--- config.mk ---
export PLATFORM = sky130hd
export DESIGN_NAME = rate_enable_gen
export DESIGN_NICKNAME = d
export VERILOG_FILES = /design/src/rtl/rate_enable_gen.sv
export SDC_FILE = /design/constraint.sdc
export NUM_CORES = 1
export LEC_CHECK = 0
export BUFFER_PORTS_ARGS = -buffer_cell sky130_fd_sc_hd__buf_2
export CAP_MARGIN = 20
export CORE_AREA = 4 4 69 71
export CTS_CLUSTER_SIZE = 28
export DETAILED_ROUTE_END_ITERATION = 12
export DIE_AREA = 0 0 73 75
export GPL_TIMING_DRIVEN = 0
export PLACE_DENSITY = 0.78
export RECOVER_POWER = 100
export SLEW_MARGIN = 0
export SYNTH_ARGS = -nofsm -noshare
export SYNTH_HDL_FRONTEND = slang
export SYNTH_SLANG_ARGS = --single-unit
--- constraint.sdc ---
create_clock -name clock -period 5.6 [get_ports clock]
set_input_delay 0.28 -clock clock [delete_from_list [all_inputs] [get_ports clock]]
set_output_delay 0.28 -clock clock [all_outputs]
set_load 0.03 [all_outputs]
--- src/rtl/rate_enable_gen.sv ---
// rate_enable_gen
//   Paces the downstream 8-bit counter: produces a registered, single-cycle
//   count-enable pulse every P clock cycles, with P chosen by rate_sel.
//   Run/pause and single-step come from asynchronous push-button levels.
//
// Ports
//   clock     system clock, rising edge
//   clearb    asynchronous active-low reset
//   rate_sel  00: P=1, 01: P=CLK_HZ, 10: P=2*CLK_HZ, 11: P=4*CLK_HZ
//   run_key   button level; rising edge toggles pause/run
//   step_key  button level; rising edge requests one pulse while paused
//   enable    registered count-enable pulse
//   running   high while in RUN
module rate_enable_gen #(
  parameter int unsigned CLK_HZ = 50_000_000,
  parameter int unsigned CNT_W  = 28
) (
  input  logic       clock,
  input  logic       clearb,
  input  logic [1:0] rate_sel,
  input  logic       run_key,
  input  logic       step_key,
  output logic       enable,
  output logic       running
);

  typedef enum logic [1:0] {IDLE, RUN, STEP} state_t;

  state_t           state, state_d;
  logic [CNT_W-1:0] cnt, cnt_d;
  logic             enable_d;
  logic [1:0]       rate_q;

  logic run_s1, run_s2, run_prev;
  logic step_s1, step_s2, step_prev;
  logic run_rise, step_rise;

  // Down-counter reload value: period minus one.
  function automatic logic [CNT_W-1:0] reload(input logic [1:0] sel);
    case (sel)
      2'b00:   reload = '0;
      2'b01:   reload = CNT_W'(CLK_HZ - 1);
      2'b10:   reload = CNT_W'(2 * CLK_HZ - 1);
      default: reload = CNT_W'(4 * CLK_HZ - 1);
    endcase
  endfunction

  // Key synchronisers reset high so a key held through reset release
  // does not look like a fresh press.
  always_ff @(posedge clock or negedge clearb) begin
    if (!clearb) begin
      run_s1    <= 1'b1;
      run_s2    <= 1'b1;
      run_prev  <= 1'b1;
      step_s1   <= 1'b1;
      step_s2   <= 1'b1;
      step_prev <= 1'b1;
    end else begin
      run_s1    <= run_key;
      run_s2    <= run_s1;
      run_prev  <= run_s2;
      step_s1   <= step_key;
      step_s2   <= step_s1;
      step_prev <= step_s2;
    end
  end

  assign run_rise  = run_s2 & ~run_prev;
  assign step_rise = step_s2 & ~step_prev;

  always_comb begin
    state_d  = state;
    cnt_d    = cnt;
    enable_d = 1'b0;
    case (state)
      IDLE: begin
        cnt_d = reload(rate_q);
        // Simultaneous run and step: run wins, step is dropped.
        if (run_rise)       state_d = RUN;
        else if (step_rise) state_d = STEP;
      end
      RUN: begin
        if (run_rise) begin
          state_d = IDLE;
          cnt_d   = reload(rate_q);
        end else if (rate_sel != rate_q) begin
          // Rate change restarts a full period at the new rate.
          cnt_d = reload(rate_sel);
        end else if (cnt == '0) begin
          cnt_d    = reload(rate_q);
          enable_d = 1'b1;
        end else begin
          cnt_d = cnt - CNT_W'(1);
        end
      end
      STEP: begin
        enable_d = 1'b1;
        cnt_d    = reload(rate_q);
        state_d  = IDLE;
      end
      default: state_d = IDLE;
    endcase
  end

  always_ff @(posedge clock or negedge clearb) begin
    if (!clearb) begin
      state   <= IDLE;
      cnt     <= '0;
      enable  <= 1'b0;
      running <= 1'b0;
      rate_q  <= 2'b00;
    end else begin
      state   <= state_d;
      cnt     <= cnt_d;
      enable  <= enable_d;
      running <= (state_d == RUN);
      rate_q  <= rate_sel;
    end
  end

endmodule

==> results of run 1 <==
## report_power, final
| part | internal [µW] | switching (µW) |
|---|---|---|
| combinational | 241 | 365 |
| clock | 100 | 105 |
| sequential | 397 | 105 |
| total | 738 | 575 |
## metrics by stage
stage / area [µm²] / setup WS [ns] / std cells
CTS: 2804 / 2.447 / 361
global placement: 2710 / 2.498 / 353
global route: 2778 / 1.363 / 361
floorplan: 2610 / 3.044 / 294
detailed placement: 2710 / 2.497 / 353
finish: 2778 / 1.664 / 361
## kinds of logic (layout without fill, tap and decap cells)
group / count (synthesis) / after routing / share of synthesized area
AO/OA/AOI/OAI: 92 / 92 / 0.2440
XOR/XNOR: 6 / 6 / 0.02013
adder cells (fa/ha/maj): 13 / 13 / 0.06232
buffers and inverters: 25 / 40 / 0.03979
flip-flops: 40 / 40 / 0.3864
multiplexers: 1 / 1 / 0.004314
AND/OR/NAND/NOR: 117 / 117 / 0.2430
## worst max path at each step
stage | slack, ns | start | cells past startpoint | to
floorplan | 3.04 | cnt[10] | 8 | cnt[9]
global placement | 2.50 | cnt[0] | 8 | cnt[2]
detailed placement | 2.50 | state[0] | 7 | cnt[22]
CTS | 2.45 | state[1] | 7 | cnt[22]
global route | 1.36 | cnt[0] | 8 | cnt[21]
finish | 1.66 | cnt[0] | 8 | cnt[21]
## synth_stat cells, drive strengths merged, types with 3 or more instances
cell type  count  share of area
o31a           3          0.011
clkbuf        10          0.015
nor2b          6          0.014
o41ai          3          0.013
nand3         10          0.019
dfstp          6          0.060
or4            7          0.022
dfrtp         34           0.33
a21oi         11          0.021
nand4          6          0.014
o21ai         24          0.046
a211oi         3         0.0086
o22a           3          0.010
or3            5          0.012
a31oi          8          0.019
xor2           4          0.013
nor2          24          0.036
inv           13          0.019
nand2         28          0.040
nor4           7          0.023
o22ai          6          0.014
nor3          12          0.025
o211ai        10          0.029
ha            13          0.062
## metal layers
layer | track usage | share of wire | up-vias
met1 | 0.3872 | 0.44 | 1185
met5 | 0 | 0 | -
li1 | - | - | 1146
met4 | 0.07582 | 0.019 | 0
met2 | 0.4071 | 0.46 | 132
met3 | 0.05207 | 0.080 | 15
## state kept, by name, summed over array words and instances (netlist names)
name,cells
cnt,28
rate_q,2
state,2
enable,1
run_prev,1
run_s1,1
run_s2,1
running,1
step_prev,1
step_s1,1
step_s2,1
## cell type report
cell class,count,area (µm²)
well taps,52,65.06
inverters,13,48.80
repair buffers,7,28.78
flip-flops and latches,40,1008
clock buffers,7,86.33
clock inverters,1,7.507
multi-input cells,229,1486
fillers,361,1456
plain buffers,12,46.29
## worst max-delay path: cells and delay by family (launching register included)
| family | cells | cell delay [ns] |
|---|---|---|
| buffers and inverters | 2 | 0.61 |
| adder cells (fa/ha/maj) | 1 | 0.20 |
| flip-flops | 1 | 0.40 |
| AO/OA/AOI/OAI | 2 | 0.47 |
| AND/OR/NAND/NOR | 3 | 2.13 |
==> reports/results.ini, run 1 <==
[run_status]
status=finished, violations left
violations=max-capacitance violations, max-slew violations

[timing]
whs_ns=0.07096
setup_violations=0
hold_viol_final=0
skew_ns=0.007743
relSlewSlack=-0.4182
grt_setup_unrepaired=false
period_share=0.7028
drv_slew=41
fmax_mhz=254.1
period_minus_slack_ns=3.936
worst_pin_slew_ns=2.127
tns_ns=0

[global_route]
gr-total-overflow=0
antenna_found_initial=0
grt_max_degree=41
grtUsageTotal=0.2672
grt_pass1_vias=2264
grt_pass1_wl_mm=11.40

[detailed_routing]
route.detailed.drc=0
wl_per_cell_um=18.88
finalWirelength_mm=6.817
vias=2478
initialDrtViolationCount=304
vias_per_cell=6.864
drtPass1Iterations=5
ant_nets=0

[worst_setup_path]
worstReg2RegEnd=cnt[21]
critPathSlowestCell=nor4b_1
ff2ff_setup_slack_ns=1.66
crit_path_max_fanout=10
r2r_start=cnt[0]
cp.required_ns=5.79
crit_chain=inv_1, ha_1, nor4b_1, nand3_1, nor4_4, clkbuf_1, a211oi_1, o41ai_2
crit_type=reg2reg
cp.arrival_ns=4.13
rr_worst_depth=8
critPathLaunchType=flip-flop
critPathMaxStageDelay_ns=1.02
crit_path_end_kind=flip-flop

[power]
fin_total_pwr_uw=1314
powerDensity_nw_per_um2=473.0
vdd.ir_drop.worst_mv=0.2157
p_leak_uw=0.001099

[hold_path]
hold_path_startpoint=run_key
min_path_type=in2reg
holdPathStages=1
worst_hold_path.endpoint=run_s1

[synth]
postSynthCellCount=294
ys_seq_area_frac=0.3864
synth_top_flop_cell=dfrtp_1
synth_edf_count=0
syn_area_um2=2610
yosysUniqueCellTypes=61
syn_avg_cell_area_um2=8.878
syn_nets=313
synthArstFlopShare=1.000
yosys_register_bits=40
synth_warnings=0

[final_layout]
layout_common_cells=dfrtp_1, nand2_1, nor2_1, o21ai_0, clkbuf_1
drive_gt1_frac=0.08091
nNetsFinal=327
areaGrowthSynthToFinish_pct=6.424
post-route-util=0.6560
antenna_cells=0
final_common_cell=dfrtp_1

[floorplanning]
row_count=24
core_area_um2=4234
start_util=0.6164
io_pins=8
die_w_um=73
die_y_um=75
die-area_um2=5475

[clock_tree]
htree_levels=2
cts_tree=yes
root_buffer=clkbuf_8
cts_max_path_buffers=2
cts_setup_buffers=0
path_clk_slew_ns=0.08
cts_made_buffers=5
clock_sinks=40
ctsHoldBuffers=0
cts_resized=0
clock_latency_ns=0.30

[placed_design]
dpl.hpwl_mm=4.805
io_buffers=7
gp_congestion=0.9490

[run]
drv_cap=1

No activity file was read; power rests on OpenSTA's default activity.
==> inputs of run 2 (changes only) <==
Settings changed: CORE_AREA 4 4 69 71 to 4 4 70 72, DIE_AREA 0 0 73 75 to 0 0 74 76, PLACE_DENSITY 0.78 to 0.76.
Clock period 5.6 ns to 3.72 ns, I/O delays scaled along.
==> reports/results.ini, run 2 (same netlist as run 1, synthesis figures left out) <==
[clock_tree]
root_buffer=clkbuf_8  ; unchanged
cts_max_path_buffers=2  ; unchanged
clock_sinks=40  ; unchanged
cts_tree=yes  ; unchanged
cts_made_buffers=5  ; unchanged
htree_levels=2  ; unchanged
path_clk_slew_ns=0.08  ; about the same
clock_latency_ns=0.30  ; about the same
cts_setup_buffers=0  ; unchanged

[worst_setup_path]
critPathLaunchType=flip-flop  ; unchanged
crit_path_end_kind=flip-flop  ; unchanged
worstReg2RegEnd=cnt[2]  ; was cnt[21]
startpoint=cnt[0]  ; unchanged
rr_worst_depth=8  ; unchanged
ff2ff_setup_slack_ns=0.38  ; was 1.66 ns
crit_type=reg2reg  ; unchanged
r2r_start=cnt[0]  ; unchanged
cp.arrival_ns=3.49  ; was 4.13 ns
cp.required_ns=3.88  ; was 5.79 ns
crit_path_max_fanout=10  ; unchanged

[run_status]
violations=max-capacitance violations, max-slew violations  ; unchanged
status=finished, violations left  ; unchanged

[final_layout]
largest_reg_flops=28  ; unchanged
fill_cells=361  ; unchanged
multi_input_area_um2=1493  ; was 1486 µm²
antenna_cells=0  ; unchanged
drive_gt1_frac=0.08682  ; was 0.08091
top_regs=cnt x28, rate_q x2, state x2  ; unchanged
areaGrowthSynthToFinish_pct=8.245  ; was 6.424%
final_common_cell=dfrtp_1  ; unchanged
regArea_um2=1008  ; unchanged
largest-register=cnt  ; unchanged
layout_common_cells=dfrtp_1, nand2_1, nor2_1, o21ai_0, clkbuf_1  ; unchanged
nNetsFinal=329  ; was 327

[power]
swShare=0.4272  ; was 0.4379
power.share.clock=0.175  ; was 0.157
seq_power_share=0.374  ; was 0.382
switching_power_uw=866.1  ; was 575.3 µW
vdd.ir_drop.worst_mv=0.3316  ; was 0.2157 mV
p_comb_frac=0.451  ; was 0.461
p_leak_uw=0.001124  ; was 0.001099 µW
fin_total_pwr_uw=2027  ; was 1314 µW
powerDensity_nw_per_um2=717.6  ; was 473.0 nW/µm²
intPower_uw=1161  ; was 738.4 µW

[timing]
fmax_mhz=299.7  ; was 254.1 MHz
hold_viol_final=0  ; unchanged
period_share=0.8970  ; was 0.7028
relSlewSlack=-0.4244  ; was -0.4182
setup_violations=0  ; unchanged
skew_ns=0.007253  ; was 0.007743 ns
period_minus_slack_ns=3.337  ; was 3.936 ns
worst_pin_slew_ns=2.137  ; was 2.127 ns
grt_setup_unrepaired=false  ; unchanged
tns_ns=0  ; unchanged
drv_slew=41  ; unchanged

[placed_design]
io_buffers=7  ; unchanged
gp_congestion=0.9055  ; was 0.9490
dpl.hpwl_mm=4.655  ; was 4.805 mm

[hold_path]
holdPathStages=1  ; unchanged
worst_hold_path.endpoint=rate_q[1]  ; was run_s1
hold_path_startpoint=rate_sel[1]  ; was run_key
min_path_type=in2reg  ; unchanged

[floorplanning]
start_util=0.6078  ; was 0.6164
row_count=24  ; unchanged
die_w_um=74  ; was 73 µm
die_y_um=76  ; was 75 µm
core_area_um2=4294  ; was 4234 µm²
die-area_um2=5624  ; was 5475 µm²
io_pins=8  ; unchanged

[global_route]
grt_pass1_vias=2306  ; was 2264
grt_max_degree=41  ; unchanged
gr-total-overflow=0  ; unchanged
grtUsageTotal=0.2565  ; was 0.2672
antenna_found_initial=0  ; unchanged
grt_pass1_wl_mm=11.45  ; was 11.40 mm

[detailed_routing]
ant_nets=0  ; unchanged
drtPass1Iterations=5  ; unchanged
wl_per_cell_um=18.37  ; was 18.88 µm
route.detailed.drc=0  ; unchanged
initialDrtViolationCount=245  ; was 304
finalWirelength_mm=6.667  ; was 6.817 mm
vias=2395  ; was 2478
vias_per_cell=6.598  ; was 6.864

[run]
drv_cap=1  ; unchanged

[run 2: layout make-up]
class / count / area share
repair buffers: 9 / 0.01727
multi-input cells: 229 / 0.5283
clock buffers: 6 / 0.02569
well taps: 52 / 0.02303
inverters: 13 / 0.01727
plain buffers: 12 / 0.01904
flip-flops and latches: 40 / 0.3570
clock inverters: 2 / 0.01240
[run 2: worst max-delay path by stage]
stage	endpoint	slack (ns)
floorplan	cnt[9]	1.16
global placement	cnt[2]	0.61
detailed placement	cnt[2]	0.59
CTS	cnt[2]	0.56
global route	cnt[2]	0.1
finish	cnt[2]	0.38
[run 2: timing repair]
action | CTS | global route
resized for setup | 0 | 0
hold buffers | 2 | 0
endpoints found under the hold margin | 2 | 0
[run 2: worst max-delay path, cell delays in order, from the launching register on]
cell and delay (ns):
dfrtp_1 0.40, inv_1 0.10, ha_1 0.19, nor4b_2 0.60, nand3_1 0.52, nor4_4 0.56, o22ai_1 0.28, nor2_1 0.36
o221ai_1 0.18
[run 2: through the flow]
stage / std cells / hold WS [ns] / area, µm² / worst slack (ns) / util
5_1_grt: 363 / 0.1015 / 2825 / 0.09867 / 0.6579
6_report: 363 / 0.09567 / 2825 / 0.3832 / 0.6579
3_5_place_dp: 353 / 0.2927 / 2710 / 0.5888 / 0.6311
3_3_place_gp: 353 / 0.2909 / 2710 / 0.6121 / 0.6311
2_1_floorplan: 294 / -0.1096 / 2610 / 1.164 / -
4_1_cts: 363 / 0.03099 / 2838 / 0.5578 / 0.6608
[run 2: per-layer routing]
metal	up-vias	global-route usage	share of wire
met2	95	0.3626	0.43
met4	0	0.07790	0.024
met3	15	0.06332	0.071
li1	1151	-	-
met5	-	0	0
met1	1134	0.3836	0.47
[run 2: power groups by stage]
| stage | combinational, µW | clock (µW) | sequential, µW |
|---|---|---|---|
| after floorplan | 687 | 0 | 732 |
| after global placement | 877 | 0 | 754 |
| after detailed placement | 900 | 0 | 760 |
| after CTS | 906 | 359 | 752 |
| after global routing | 1030 | 381 | 781 |
| final | 914 | 356 | 758 |
==> inputs of run 3 (changes only) <==
Settings changed: CORE_AREA 4 4 70 72 to 4 4 74 76, DIE_AREA 0 0 74 76 to 0 0 78 80, PLACE_DENSITY 0.76 to 0.71.
==> reports/results.ini, run 3 (same netlist as run 1, synthesis figures left out) <==
[run_status]
status=finished, violations left  ; unchanged
violations=max-capacitance violations, max-slew violations  ; unchanged

[final_layout]
antenna_cells=0  ; unchanged
fill_cells=423  ; was 361
regArea_um2=1008  ; unchanged
nNetsFinal=329  ; unchanged
layout.cells.non_filler=378  ; was 363
final_common_cell=dfrtp_1  ; unchanged
areaGrowthSynthToFinish_pct=8.965  ; was 8.245%
multi_input_area_um2=1493  ; unchanged
layout_common_cells=dfrtp_1, nand2_1, nor2_1, o21ai_0, clkbuf_1  ; unchanged
largest-register=cnt  ; unchanged
drive_gt1_frac=0.08682  ; unchanged
top_regs=cnt x28, rate_q x2, state x2  ; unchanged
largest_reg_flops=28  ; unchanged

[timing]
setup_violations=0  ; unchanged
layout_setup_ws_ns=0.3810  ; was 0.3832 ns
period_minus_slack_ns=3.339  ; was 3.337 ns
tns_ns=0  ; unchanged
relSlewSlack=-0.4081  ; was -0.4244
worst_pin_slew_ns=2.112  ; was 2.137 ns
fmax_mhz=299.5  ; was 299.7 MHz
period_share=0.8976  ; was 0.8970
drv_slew=41  ; unchanged
skew_ns=0.005151  ; was 0.007253 ns
hold_viol_final=0  ; unchanged
grt_setup_unrepaired=false  ; unchanged

[floorplanning]
die-area_um2=6240  ; was 5624 µm²
io_pins=8  ; unchanged
start_util=0.5526  ; was 0.6078
row_count=25  ; was 24
core_area_um2=4723  ; was 4294 µm²
die_w_um=78  ; was 74 µm
die_y_um=80  ; was 76 µm

[worst_setup_path]
critPathMaxStageDelay_ns=0.62  ; was 0.60 ns
cp.arrival_ns=3.49  ; about the same
crit_path_end_kind=flip-flop  ; unchanged
crit_chain=inv_1, ha_1, nor4b_2, nand3_1, nor4_4, o22ai_1, nor2_1, o221ai_1  ; unchanged
crit_path_max_fanout=10  ; unchanged
critPathLaunchType=flip-flop  ; unchanged
r2r_start=cnt[0]  ; unchanged
crit_type=reg2reg  ; unchanged
critPathSlowestCell=nor4b_2  ; unchanged
ff2ff_setup_slack_ns=0.38  ; about the same
rr_worst_depth=8  ; unchanged
worstReg2RegEnd=cnt[2]  ; unchanged
cp.required_ns=3.87  ; was 3.88 ns

[detailed_routing]
wl_per_cell_um=18.04  ; was 18.37 µm
wirelength_met1_mm=3.136  ; was 3.134 mm
wl_met3_um=492  ; was 475 µm
vias_per_cell=6.444  ; was 6.598
initialDrtViolationCount=221  ; was 245
drtPass1Iterations=5  ; unchanged
finalWirelength_mm=6.820  ; was 6.667 mm
route.detailed.drc=0  ; unchanged
topRoutingLayerUsed=met4  ; unchanged
vias=2436  ; was 2395
wl_met2_mm=3.094  ; was 2.900 mm
ant_nets=0  ; unchanged

[clock_tree]
cts_max_path_buffers=2  ; unchanged
ctsHoldBuffers=2  ; unchanged
cts_tree=yes  ; unchanged
cts_resized=0  ; unchanged
htree_levels=2  ; unchanged
root_buffer=clkbuf_8  ; unchanged
cts_made_buffers=5  ; unchanged
path_clk_slew_ns=0.08  ; about the same
cts_setup_buffers=0  ; unchanged
clock_latency_ns=0.29  ; was 0.30 ns
clock_sinks=40  ; unchanged

[placed_design]
gp_congestion=0.9321  ; was 0.9055
io_buffers=7  ; unchanged
dpl.hpwl_mm=4.700  ; was 4.655 mm
dp.cells=368  ; was 353
place_ws_ns=0.5814  ; was 0.5888 ns

[hold_path]
min_path_type=in2reg  ; unchanged
holdPathStages=1  ; unchanged
hold_path_startpoint=rate_sel[0]  ; was rate_sel[1]
worst_hold_path.endpoint=rate_q[0]  ; was rate_q[1]

[power]
powerDensity_nw_per_um2=714.1  ; was 717.6 nW/µm²
p_leak_uw=0.001124  ; unchanged
intPower_uw=1161  ; about the same
vdd.ir_drop.worst_mv=0.3660  ; was 0.3316 mV
p_comb_frac=0.452  ; was 0.451
swShare=0.4283  ; was 0.4272
power.share.clock=0.174  ; was 0.175
switching_power_uw=869.7  ; was 866.1 µW
seq_power_share=0.374  ; about the same

[global_route]
grtUsageTotal=0.2328  ; was 0.2565
grt_pass1_wl_mm=11.49  ; was 11.45 mm
grt_pass1_vias=2292  ; was 2306
grt_max_degree=41  ; unchanged
antenna_found_initial=0  ; unchanged
gr-total-overflow=0  ; unchanged

[run]
drv_cap=1  ; unchanged

## run 3: cell counts in the layout (fill, tap and decap cells not counted)
No cell type changed its count.
## run 3: through the flow
step | hold slack, ns | total power, µW | area [µm²] | utilization
final | 0.09957 | 2031 | 2844 | 0.6021
after floorplan | -0.1096 | 1419 | 2610 | -
after global routing | 0.1157 | 2195 | 2844 | 0.6021
after global placement | 0.2913 | 1637 | 2729 | 0.5777
after detailed placement | 0.2926 | 1658 | 2729 | 0.5777
after CTS | 0.05150 | 2018 | 2856 | 0.6048
## run 3: area by class of cell
class                           count  share of cell area
Clock buffer                        6             0.02552
Sequential cell                    40              0.3546
Inverter                           13             0.01716
Tap cell                           67             0.02948
Clock inverter                      2             0.01232
Buffer                             12             0.01892
Timing Repair Buffer                9             0.01716
Multi-Input combinational cell    229              0.5249
## run 3: metal layers
metal / vias up / track usage
met4: 0 / 0.05070
met5: - / 0
li1: 1149 / -
met2: 116 / 0.3767
met1: 1153 / 0.3291
met3: 18 / 0.03612
## run 3: how the worst max path moves through the flow
stage | startpoint | endpoint | slack, ns | depth (start not counted)
finish | cnt[0] | cnt[2] | 0.38 | 8
global route | cnt[0] | cnt[2] | 0.15 | 8
CTS | cnt[0] | cnt[2] | 0.53 | 8
detailed placement | cnt[0] | cnt[2] | 0.58 | 8
global placement | state[1] | cnt[22] | 0.59 | 7
floorplan | cnt[10] | cnt[9] | 1.16 | 8
## run 3: worst max-delay path, delay by kind of cell (launching register included)
kind / cells / cell delay (ns)
buf+inv: 1 / 0.09
compound gates: 2 / 0.46
simple gates: 4 / 2.04
fa+ha+maj: 1 / 0.19
flops: 1 / 0.41
## run 3: power groups by stage
stage | Clock, µW | Sequential, µW | Combinational (µW)
finish | 354 | 759 | 917
global route | 382 | 786 | 1030
CTS | 362 | 752 | 905
detailed placement | 0 | 759 | 899
global placement | 0 | 755 | 882
floorplan | 0 | 732 | 687
